`src/rtl/fifo_load_sched.sv`:
```
// fifo_load_sched: loads NUM_FIFO*DEPTH words from a single-port memory into a
// bank of per-lane FIFOs, one word at a time, then drains every lane and
// pulses done.
//
// Build option: FIFO_LOAD_SCHED_STAGGER_EN
//   defined   - systolic drain; lane i reads in drain cycles i..i+DEPTH-1,
//               so DRAIN lasts DEPTH+NUM_FIFO-1 cycles
//   undefined - all lanes read together; DRAIN lasts DEPTH cycles
//
// state | meaning
// ------+------------------------------------------------------------
// IDLE  | waiting for start; underflow holds its last value
// REQ   | mem_rd high for one cycle, mem_addr = f*DEPTH + k
// WAIT  | waiting for mem_valid; the returned word goes to data_q
// WRITE | writes data_q into lane f, stalling while that lane is full
// DRAIN | schedules the per-lane reads; d counts drain cycles
// DONE  | done high for one cycle
//
// Every output is a flop. The next-state logic therefore computes each output
// for the state being entered. fifo_full and fifo_empty are sampled on the
// edge that starts the cycle in which the write or read happens.
module fifo_load_sched #(
  parameter int NUM_FIFO   = 8,
  parameter int DEPTH      = 8,
  parameter int DATA_WIDTH = 8,
  parameter int ADDR_WIDTH = 8
) (
  input  logic                  clk,
  input  logic                  rst_n,
  input  logic                  start,
  output logic                  busy,
  output logic                  done,
  output logic                  underflow,
  output logic                  mem_rd,
  output logic [ADDR_WIDTH-1:0] mem_addr,
  input  logic                  mem_valid,
  input  logic [DATA_WIDTH-1:0] mem_rdata,
  output logic [NUM_FIFO-1:0]   fifo_wren,
  output logic [DATA_WIDTH-1:0] fifo_wdata,
  input  logic [NUM_FIFO-1:0]   fifo_full,
  output logic [NUM_FIFO-1:0]   fifo_rden,
  input  logic [NUM_FIFO-1:0]   fifo_empty
);

  localparam int FW = (NUM_FIFO > 1) ? $clog2(NUM_FIFO) : 1;
  localparam int KW = (DEPTH > 1) ? $clog2(DEPTH) : 1;
  localparam int DW = $clog2(DEPTH + NUM_FIFO + 1);
`ifdef FIFO_LOAD_SCHED_STAGGER_EN
  localparam int DRAIN_LAST = DEPTH + NUM_FIFO - 2;
`else
  localparam int DRAIN_LAST = DEPTH - 1;
`endif
  localparam logic [FW-1:0] F_LAST = FW'(NUM_FIFO - 1);
  localparam logic [KW-1:0] K_LAST = KW'(DEPTH - 1);
  localparam logic [DW-1:0] D_LAST = DW'(DRAIN_LAST);

  typedef enum logic [2:0] {
    IDLE  = 3'd0,
    REQ   = 3'd1,
    WAIT  = 3'd2,
    WRITE = 3'd3,
    DRAIN = 3'd4,
    DONE  = 3'd5
  } state_t;

  state_t                  state_q, state_d;
  logic [FW-1:0]           f_q, f_d;
  logic [KW-1:0]           k_q, k_d;
  logic [DW-1:0]           d_q, d_d;
  logic [DATA_WIDTH-1:0]   data_q, data_d;
  logic                    uf_q, uf_d;
  logic                    busy_q, busy_d;
  logic                    done_q, done_d;
  logic                    mem_rd_q, mem_rd_d;
  logic [ADDR_WIDTH-1:0]   mem_addr_q, mem_addr_d;
  logic [NUM_FIFO-1:0]     wren_q, wren_d;
  logic [NUM_FIFO-1:0]     rden_q, rden_d;
  logic [NUM_FIFO-1:0]     sched;

  // Lanes that are due to read in drain cycle d.
  function automatic logic [NUM_FIFO-1:0] lanes_due(input logic [DW-1:0] d);
    logic [NUM_FIFO-1:0] due;
    due = '0;
    for (int i = 0; i < NUM_FIFO; i++) begin
`ifdef FIFO_LOAD_SCHED_STAGGER_EN
      due[i] = (int'(d) >= i) && (int'(d) < i + DEPTH);
`else
      due[i] = (int'(d) < DEPTH);
`endif
    end
    return due;
  endfunction

  function automatic logic [ADDR_WIDTH-1:0] word_addr(input logic [FW-1:0] f,
                                                      input logic [KW-1:0] k);
    return ADDR_WIDTH'(f) * ADDR_WIDTH'(DEPTH) + ADDR_WIDTH'(k);
  endfunction

  // Next state, counters and the registered value of every output.
  always_comb begin
    state_d    = state_q;
    f_d        = f_q;
    k_d        = k_q;
    d_d        = d_q;
    data_d     = data_q;
    uf_d       = uf_q;
    done_d     = 1'b0;
    mem_rd_d   = 1'b0;
    mem_addr_d = mem_addr_q;
    wren_d     = '0;
    rden_d     = '0;
    sched      = '0;

    case (state_q)
      IDLE: begin
        if (start) begin
          state_d    = REQ;
          f_d        = '0;
          k_d        = '0;
          uf_d       = 1'b0;
          mem_rd_d   = 1'b1;
          mem_addr_d = '0;
        end
      end
      REQ: begin
        state_d = WAIT;
      end
      WAIT: begin
        if (mem_valid) begin
          data_d  = mem_rdata;
          state_d = WRITE;
          if (!fifo_full[f_q]) wren_d = NUM_FIFO'(1) << f_q;
        end
      end
      WRITE: begin
        if (|wren_q) begin
          // The word went out this cycle; move on to the next one.
          if (f_q == F_LAST && k_q == K_LAST) begin
            state_d = DRAIN;
            d_d     = '0;
            sched   = lanes_due('0);
            rden_d  = sched & ~fifo_empty;
            uf_d    = uf_q | (|(sched & fifo_empty));
          end else begin
            if (k_q == K_LAST) begin
              k_d = '0;
              f_d = f_q + 1'b1;
            end else begin
              k_d = k_q + 1'b1;
            end
            state_d    = REQ;
            mem_rd_d   = 1'b1;
            mem_addr_d = word_addr(f_d, k_d);
          end
        end else if (!fifo_full[f_q]) begin
          wren_d = NUM_FIFO'(1) << f_q;
        end
      end
      DRAIN: begin
        if (d_q == D_LAST) begin
          state_d = DONE;
          done_d  = 1'b1;
        end else begin
          d_d    = d_q + 1'b1;
          sched  = lanes_due(d_d);
          rden_d = sched & ~fifo_empty;
          uf_d   = uf_q | (|(sched & fifo_empty));
        end
      end
      DONE: begin
        state_d = IDLE;
      end
      default: begin
        state_d = IDLE;
      end
    endcase

    busy_d = (state_d != IDLE);
  end

  // State, counters and output flops; reset is asynchronous.
  always_ff @(posedge clk or negedge rst_n) begin
    if (!rst_n) begin
      state_q    <= IDLE;
      f_q        <= '0;
      k_q        <= '0;
      d_q        <= '0;
      data_q     <= '0;
      uf_q       <= 1'b0;
      busy_q     <= 1'b0;
      done_q     <= 1'b0;
      mem_rd_q   <= 1'b0;
      mem_addr_q <= '0;
      wren_q     <= '0;
      rden_q     <= '0;
    end else begin
      state_q    <= state_d;
      f_q        <= f_d;
      k_q        <= k_d;
      d_q        <= d_d;
      data_q     <= data_d;
      uf_q       <= uf_d;
      busy_q     <= busy_d;
      done_q     <= done_d;
      mem_rd_q   <= mem_rd_d;
      mem_addr_q <= mem_addr_d;
      wren_q     <= wren_d;
      rden_q     <= rden_d;
    end
  end

  assign busy       = busy_q;
  assign done       = done_q;
  assign underflow  = uf_q;
  assign mem_rd     = mem_rd_q;
  assign mem_addr   = mem_addr_q;
  assign fifo_wren  = wren_q;
  assign fifo_wdata = data_q;
  assign fifo_rden  = rden_q;

endmodule

```
`config.mk`:
```
export PLATFORM = sky130hd
export DESIGN_NAME = fifo_load_sched
export DESIGN_NICKNAME = d
export VERILOG_FILES = /design/src/rtl/fifo_load_sched.sv
export SDC_FILE = /design/constraint.sdc
export NUM_CORES = 1
export LEC_CHECK = 0
export CORE_ASPECT_RATIO = 1.4
export CORE_MARGIN = 2
export CORE_UTILIZATION = 50
export DETAILED_ROUTE_END_ITERATION = 8
export MAX_ROUTING_LAYER = met4
export PLACE_DENSITY = 0.94
export SYNTH_ARGS = -nofsm -noshare
export SYNTH_HDL_FRONTEND = slang
export SYNTH_SLANG_ARGS = --single-unit
export TNS_END_PERCENT = 10
```
`constraint.sdc`:
```
create_clock -name clk -period 3.25 [get_ports clk]
set_clock_uncertainty 0.2 [all_clocks]
set_input_delay 0.325 -clock clk [delete_from_list [all_inputs] [get_ports clk]]
set_output_delay 0.325 -clock clk [all_outputs]
set_load 0.005 [all_outputs]
```
==> metrics.yaml <==
clock_network:
  htree_num_levels: 2
  cts_setup_buffers: 0
  clock_path_buffers: 2
  path_clk_slew_ns: 0.08
  root_buffer: "clkbuf_8"
  cts_tree: "yes"
  cts_buffers: 5
  cts_num_sinks: 42
  clock_latency_ns: 0.30
final_layout:
  nFillCells: 290
  diodes: 0
  drive_gt1_share_pct: 11.5
  nets: 271
  final_util_pct: 70.0
  multi_input_area_sq_um: 921
  fin_area_sq_um: 2740
  area_growth_pct: 35.1
  seq_area_sq_um: 1050
setup_path:
  critical_path_class: "flop to flop"
  worstPathRequired_ns: 3.24
  path_max_fanout: 9
  arrival_ns: 2.17
  end_kind: "flop"
  rrSetupSlack_ns: 1.07
  start_kind: "flop"
sta:
  rsz0062_at_grt: "no"
  fin_setup_tns_ns: 0
  max_slew_margin_pct: 38.6
  slew_violations: 0
  post-route-period-util_pct: 67.2
  setup_viol: 0
  tightest_slew_ns: 0.921
  timing.hold.ws_ns: 0.309
  period_minus_slack_ns: 2.18
  fmax_mhz: 458
  hold_viol: 0
yosys:
  yosys_warnings: 0
  syn_inst: 171
  synth.cell_area_sq_um: 2030
  ys_ff_latch: 42
  yosysMostFrequentCell: "dfrtp_1"
  ys_async_sr_fraction_pct: 100
  synth_seq_area_share_pct: 51.8
  post_synth.cell_area_avg_sq_um: 11.9
  synth_flop_cell: "dfrtp_1"
  ys_top_cells_by_area: "dfrtp_1 (52%), ha_1 (6.2%), mux2_2 (4.4%), mux2i_1 (3.0%), nand2_1 (2.6%)"
  synth_top_area_share_pct: 51.8
  synth-edff-count: 0
  synth_common_cells: "dfrtp_1 (42), nand2_1 (14), nor2_1 (14), ha_1 (10), mux2_2 (8)"
  synthDistinctLibCells: 50
  synth.largest_area_cell: "dfrtp_1"
floorplan:
  initial_utilization_pct: 51.8
  num_rows: 27
  core_sq_um: 3920
  die_w_microns: 57.9
  pin_count: 64
  die_area_sq_um: 4590
  die_y_microns: 79.4
routing:
  drtIter0Drc: 47
  wl_per_cell_microns: 16.0
  drc: 0
  num_vias: 1568
  drt_wl_total_microns: 4440
  drt_pre_antenna_iters: 4
  antenna_left: 0
  vias_per_cell: 5.66
global_route:
  grt_max_degree: 43
  first_global_vias: 1577
  groute.usage.overall_pct: 21.7
  antenna_found_initial: 0
  grt-ovfl-total: 0
  grt_pass1_wl_microns: 7380
flow_run:
  max_cap_violations: 0
status:
  outcome: "finished, final reports clean"
placed_design:
  portBuffers: 61
  post-dp-hpwl_microns: 3350
  dpl-instance-area_sq_um: 2650
  place_congestion: 0.891
power_and_ir_drop:
  leakage_nw: 1.24
  power.density_nw_per_um2: 548
  finalPower_w: 0.00150
  ir_drop_v: 0.000432
worst_hold_path:
  hp-class: "flop to flop"
## layer usage
metal  global-route usage [%]  up-vias  part of all wire [%]
met5                        -        -                     0
met1                     25.0      767                    40
li1                         -      735                     -
met3                     4.38        8                   5.3
met4                     8.84        0                   2.3
met2                     36.7       58                    52
## worst paths after layout
path                          startpoint  depth (start not counted)             to
setup / recovery              state_q[1]                          4         d_q[3]
hold / removal             fifo_wdata[0]                          1  fifo_wdata[0]
setup reg to reg              state_q[1]                          4         d_q[3]
hold reg to reg            fifo_wdata[0]                          1  fifo_wdata[0]
max in group asynchronous          rst_n                          2           busy
min in group asynchronous          rst_n                          2         f_q[1]
## repair_timing
action | in CTS | in global routing
hold endpoints to repair | 42 | 0
resized for setup | 0 | 0
hold buffers | 1 | 0
## logic make-up (layout without fill, tap and decap cells)
group	count (synthesis)	after routing	share of synthesized area, %
multiplexers	16	16	9.61
other	1	2	0.185
XOR/XNOR	2	2	0.863
AND/OR/NAND/NOR	62	62	17.3
flip-flops	42	42	51.8
AO/OA/AOI/OAI	26	26	11.0
adder cells (fa/ha/maj)	10	10	6.16
buffers and inverters	12	74	3.08
## final cells by class
| class | instances | area share, % |
|---|---|---|
| inverters | 4 | 0.547 |
| clock inverters | 2 | 0.502 |
| flip-flops and latches | 42 | 38.3 |
| repair buffers | 62 | 22.4 |
| well taps | 43 | 1.96 |
| clock buffers | 6 | 2.65 |
| multi-input cells | 118 | 33.6 |
## power by group
| group | internal [W] | total [W] | switching, W |
|---|---|---|---|
| logic | 0.000294 | 0.000484 | 0.000190 |
| clock network | 0.000151 | 0.000329 | 0.000177 |
| registers | 0.000614 | 0.000689 | 0.0000748 |
## flip-flops by register name, summed over array words and instances (netlist names)
register,flops
state_q,3
mem_addr,2
mem_rd,1
fifo_wdata,8
fifo_rden,8
k_q,2
done,1
fifo_wren,8
d_q,5
busy,1
f_q,2
underflow,1
## stage by stage
stage,worst slack (ns),std cells
after floorplan,1.34,172
after global placement,1.24,268
after detailed placement,1.11,268
after CTS,1.13,277
after global routing,0.947,277
final,1.07,277
## worst max-delay path: stages (launching register included)
cell and delay (ns):
dfrtp_1 0.47, nor3b_1 0.62, o31a_1 0.34, a21oi_1 0.12, a211o_1 0.31
## cell usage in the layout (no fill, tap or decap), drive strengths merged, types with 4 or more instances in the layout
cell           Yosys  layout
mux2               8       8
o21ai              6       6
nand2             14      14
clkdlybuf4s50      0      60
inv                4       4
ha                10      10
clkbuf             2       6
dfrtp             42      42
and3               7       7
a21oi              4       4
nor2              14      14
nor3               4       4
nor4               4       4
mux2i              6       6
Power figures use the tool's default switching activity.
